`config.mk`:
```
export PLATFORM = sky130hd
export DESIGN_NAME = tokenflow
export DESIGN_NICKNAME = d
export VERILOG_FILES = /design/src/rtl/tokenflow.sv
export SDC_FILE = /design/constraint.sdc
export NUM_CORES = 1
export LEC_CHECK = 0
export ABC_AREA = 1
export CAP_MARGIN = 10
export CORE_ASPECT_RATIO = 1.25
export CORE_MARGIN = 2
export CORE_UTILIZATION = 51
export CTS_BUF_LIST = sky130_fd_sc_hd__clkbuf_8
export CTS_CLUSTER_DIAMETER = 200
export DETAILED_ROUTE_END_ITERATION = 12
export GPL_ROUTABILITY_DRIVEN = 0
export GPL_TIMING_DRIVEN = 0
export PLACE_DENSITY = 0.69
export SLEW_MARGIN = 20
export SYNTH_ARGS = -nofsm -noshare
export SYNTH_HDL_FRONTEND = slang
export SYNTH_SLANG_ARGS = --single-unit
```
`constraint.sdc`:
```
create_clock -name clk -period 4.3 [get_ports clk]
set_clock_uncertainty 0.2 [all_clocks]
set_input_delay 0.43 -clock clk [delete_from_list [all_inputs] [get_ports clk]]
set_output_delay 0.43 -clock clk [all_outputs]
set_load 0.01 [all_outputs]
```
`src/rtl/tokenflow.sv`:
```
// tokenflow: token source emitting x*(x+1) mod 2^W for x = 0, 1, 2, ...
// over a four-phase req/ack channel. ack is asynchronous and is
// synchronized here before use.
//
// Build option: define TOKENFLOW_INCR_EN to replace the W-cycle shift-add
// multiplier with an incremental accumulator (1-cycle COMPUTE). Token
// values and handshake order are the same in both builds.
//
// Channel handshake (four-phase): data is loaded first, and req rises on
// the same edge, so data is valid whenever req is high. The consumer raises
// ack, and req falls one edge after ack_s is seen high. The consumer then
// drops ack, and one edge after ack_s is seen low the next token begins.
// data is held from req rising until ack_s low has been seen.
module tokenflow #(
    parameter int W = 16
) (
    input  logic         clk,
    input  logic         rst_n,
    input  logic         ack,
    output logic         req,
    output logic [W-1:0] data
);

    typedef enum logic [1:0] {
        COMPUTE = 2'd0,
        OFFER   = 2'd1,
        RELEASE = 2'd2
    } state_t;

    state_t       state;
    state_t       state_next;
    logic         ack_m;
    logic         ack_s;
    logic [W-1:0] x;
    logic [W-1:0] x_inc;
    logic [W-1:0] product;
    logic         compute_done;

    // x+1 is taken in W bits, so the largest x multiplies by zero.
    assign x_inc = x + 1'b1;

    // Two-flop synchronizer for the asynchronous acknowledge.
    always_ff @(posedge clk or negedge rst_n) begin
        if (!rst_n) begin
            ack_m <= 1'b0;
            ack_s <= 1'b0;
        end else begin
            ack_m <= ack;
            ack_s <= ack_m;
        end
    end

`ifdef TOKENFLOW_INCR_EN
    logic [W-1:0] p;

    assign product      = p;
    assign compute_done = 1'b1;

    // Running product: (x+1)(x+2) - x(x+1) = 2(x+1), added as x advances.
    always_ff @(posedge clk or negedge rst_n) begin
        if (!rst_n) begin
            p <= '0;
        end else if (state == RELEASE && !ack_s) begin
            p <= p + (x_inc << 1);
        end
    end
`else
    localparam int CW = (W > 1) ? $clog2(W) : 1;

    logic [CW-1:0] bit_idx;
    logic [W-1:0]  acc;
    logic [W-1:0]  acc_next;

    // One multiplier bit of (x+1) per cycle; the last cycle's sum is the product.
    assign acc_next     = acc + (x_inc[bit_idx] ? (x << bit_idx) : '0);
    assign product      = acc_next;
    assign compute_done = (bit_idx == CW'(W - 1));

    // Shift-add multiplier state; cleared after each completed product.
    always_ff @(posedge clk or negedge rst_n) begin
        if (!rst_n) begin
            bit_idx <= '0;
            acc     <= '0;
        end else if (state == COMPUTE) begin
            if (compute_done) begin
                bit_idx <= '0;
                acc     <= '0;
            end else begin
                bit_idx <= bit_idx + 1'b1;
                acc     <= acc_next;
            end
        end
    end
`endif

    // State register.
    always_ff @(posedge clk or negedge rst_n) begin
        if (!rst_n) begin
            state <= COMPUTE;
        end else begin
            state <= state_next;
        end
    end

    // Next-state logic for the compute / offer / release cycle.
    always_comb begin
        state_next = state;
        case (state)
            COMPUTE: if (compute_done) state_next = OFFER;
            OFFER:   if (ack_s)        state_next = RELEASE;
            RELEASE: if (!ack_s)       state_next = COMPUTE;
            default:                   state_next = COMPUTE;
        endcase
    end

    // Registered channel outputs and token counter.
    always_ff @(posedge clk or negedge rst_n) begin
        if (!rst_n) begin
            req  <= 1'b0;
            data <= '0;
            x    <= '0;
        end else begin
            req <= (state_next == OFFER);
            if (state == COMPUTE && compute_done) begin
                data <= product;
            end
            if (state == RELEASE && !ack_s) begin
                x <= x_inc;
            end
        end
    end

endmodule

```
==> impl_metrics.json <==
{
  "yosys.cell_count.top_type": "nand2_1",
  "core_um2": 7401,
  "leakage_uw": 0.002071,
  "cp_data_required_time_ns": 4.32,
  "syn_area_um2": 3919,
  "die_x_um": 82.41,
  "final_cells": 676,
  "fin_nets": 600,
  "avgViaCountPerCell": 5.528,
  "relSlewSlack_pct": 42.37,
  "ys_seq_area_share_pct": 36.40,
  "areaGrowthSynthToFinish_pct": 13.89,
  "row_count": 35,
  "syn_inst": 547,
  "post-place-ws_ns": 0.4424,
  "start_kind": "flop",
  "crit_buf_inv": 1,
  "fin_crit_sh_pct": 89.97,
  "overflow": 0,
  "tightestPinTransition_ns": 0.8612,
  "die-area_um2": 8406,
  "vias": 3737,
  "grt_use_total_pct": 26.85,
  "status": "complete, no violations",
  "setup_viol": 0,
  "syn_area_per_cell_um2": 7.164,
  "fin_hold_ws_ns": 0.1565,
  "yosys_register_bits": 57,
  "placed_cells": 659,
  "fmax_mhz": 258.5,
  "async_reset_ff_share_pct": 100.0,
  "drtAntennaViolNets": 0,
  "fin_ws_ns": 0.4314,
  "clock-sinks": 57,
  "path_delay_family": "simple AND/OR/NAND/NOR gates",
  "crit_path_max_fanout": 8,
  "critPathMaxStageDelay_ns": 0.45,
  "path_cells": "ha_1 -> nand3_1 -> nor2_2 -> xnor2_1 -> nand2_1 -> nand3_1 -> nand2_1 -> nand3_4 -> nor2_1 -> inv_1 -> fa_1 -> nand3b_1 -> a31oi_1 -> nor2_1 -> o21ai_1 -> a21boi_0 -> o21ai_1 -> xnor2_1 -> o21ai_0",
  "fin_crit_ns": 3.869,
  "synthFlopType": "dfrtp_1",
  "cts_made_buffers": 9,
  "worstPathArrival_ns": 3.89,
  "slew_violations": 0,
  "dr.pass1.iters": 5,
  "routed_wl_um": 10140,
  "drv_cap": 0,
  "ys_top_cells_by_area": "dfrtp_1 (36%), nand2_1 (15%), o21ai_0 (9.6%), ha_1 (5.4%), nand3_1 (5.1%)",
  "path_clk_slew_ns": 0.07,
  "io_pins": 20,
  "end_kind": "flop",
  "grt_pass1_wl_um": 17250,
  "ir_worst_vdd_mv": 0.4237,
  "port_buffers": 19,
  "antenna_found_initial": 0,
  "clk_latency_ns": 0.36,
  "drive_gt1_share_pct": 7.877,
  "rsz0062_at_grt": "false",
  "ys_warn_count": 0,
  "synth_edf_count": 0,
  "hold_path.class": "flop to flop",
  "final_util_pct": 60.30,
  "clock_path_buffers": 2,
  "tns_ns": 0,
  "post_cts_buffers": 0,
  "drt-initial-drc-count": 188,
  "remaining_drc_errors": 0,
  "path_class": "flop to flop",
  "clock-root-buffer": "clkbuf_8",
  "yosysTopAreaCell": "dfrtp_1",
  "grt_max_degree": 39,
  "synth_commonest_cells": "nand2_1 (156), o21ai_0 (75), dfrtp_1 (57)",
  "wl_per_cell_um": 14.99,
  "critPathSlowestCell": "dfrtp_1",
  "cts_htree_levels": 3,
  "fillers": 718,
  "synthDistinctLibCells": 39,
  "dpl.hpwl_um": 7826,
  "initial_core_util_pct": 52.95,
  "power_density_nw_per_um2": 791.8,
  "hold_violations": 0,
  "dieHeight_um": 102.0,
  "synth_fp_nets": 568,
  "diodes": 0,
  "cts_tree": "built",
  "grt_pass1_vias": 3720,
  "synth_top_area_share_pct": 36.40
}
-- metrics by stage --
stage,power [uW],area (um^2)
3_3_place_gp,2953,4224
5_1_grt,3871,4463
3_5_place_dp,2994,4242
6_report,3534,4463
2_1_floorplan,2390,3919
4_1_cts,3525,4457
-- registers in the layout, indices dropped and copies added, names as in the netlist --
name,flops
state,2
bit_idx,4
data,16
ack_m,1
x,16
acc,16
req,1
ack_s,1
-- placed cells by master, fill, tap and decap left out, types with 6 or more instances in the layout --
| master | instances |
|---|---|
| o21ai_0 | 75 |
| nor2_1 | 33 |
| dfrtp_1 | 57 |
| nand4_1 | 6 |
| xnor2_1 | 9 |
| nand2_1 | 156 |
| ha_1 | 17 |
| nand3_1 | 40 |
| a211oi_1 | 8 |
| inv_1 | 47 |
| xor2_1 | 8 |
| clkbuf_8 | 10 |
| clkbuf_1 | 13 |
| o21ai_1 | 7 |
| a21oi_1 | 19 |
| clkdlybuf4s50_1 | 18 |
-- path summary, 6_finish.rpt --
| check | from | endpoint | slack, ns | cells past startpoint |
|---|---|---|---|---|
| worst max-delay path | x[1] | data[12] | 0.43 | 19 |
| worst min-delay path | ack_m | ack_s | 0.16 | 0 |
| worst max register to register | x[1] | data[12] | 0.43 | 19 |
| worst min register to register | ack_m | ack_s | 0.16 | 0 |
| max in group asynchronous | rst_n | acc[13] | 3.11 | 3 |
| min in group asynchronous | rst_n | x[3] | 0.30 | 2 |
-- power by group --
| part | internal (uW) | switching (uW) | total, uW | leakage (uW) |
|---|---|---|---|---|
| Sequential | 747 | 125 | 872 | 0.000718 |
| Clock | 285 | 244 | 529 | 0.000104 |
| Combinational | 823 | 1310 | 2130 | 0.00125 |
| Total | 1850 | 1680 | 3530 | 0.00207 |
-- layer usage --
metal / share of wire [%] / up-vias / routed length [um] / GRT usage (%)
met5: 0 / - / 0 / 0
met4: 2.4 / 0 / 243 / 12.18
li1: - / 1878 / - / -
met1: 43 / 1739 / 4360 / 32.67
met3: 3.4 / 20 / 341 / 4.152
met2: 51 / 100 / 5192 / 46.15
-- area by class of cell --
type	instances	area (um^2)	share of cell area [%]
plain buffers	21	96.34	2.159
clock buffers	10	137.6	3.084
clock inverters	6	67.56	1.514
inverters	48	180.2	4.037
multi-input cells	421	2222	49.79
flip-flops and latches	57	1426	31.96
well taps	92	115.1	2.579
repair buffers	21	217.7	4.878
-- logic make-up after synthesis --
logic type                 Yosys count  share of synthesized area, %
muxes                                1                        0.2554
DFF                                 57                         36.40
other                                1                       0.09569
AOI/OAI and AO/OA                  127                         17.91
xor gates and xnor gates            17                         3.800
buffers and inverters               69                         7.024
adders and majority gates           18                         5.939
and+or+nand+nor                    257                         28.58
-- repair_timing --
action / CTS / global route
setup endpoints to repair: 0 / 2
gates resized for setup: 0 / 3
hold buffers: 1 / 0
hold endpoints to repair: 19 / 0
(Power assumes the default switching activity.)
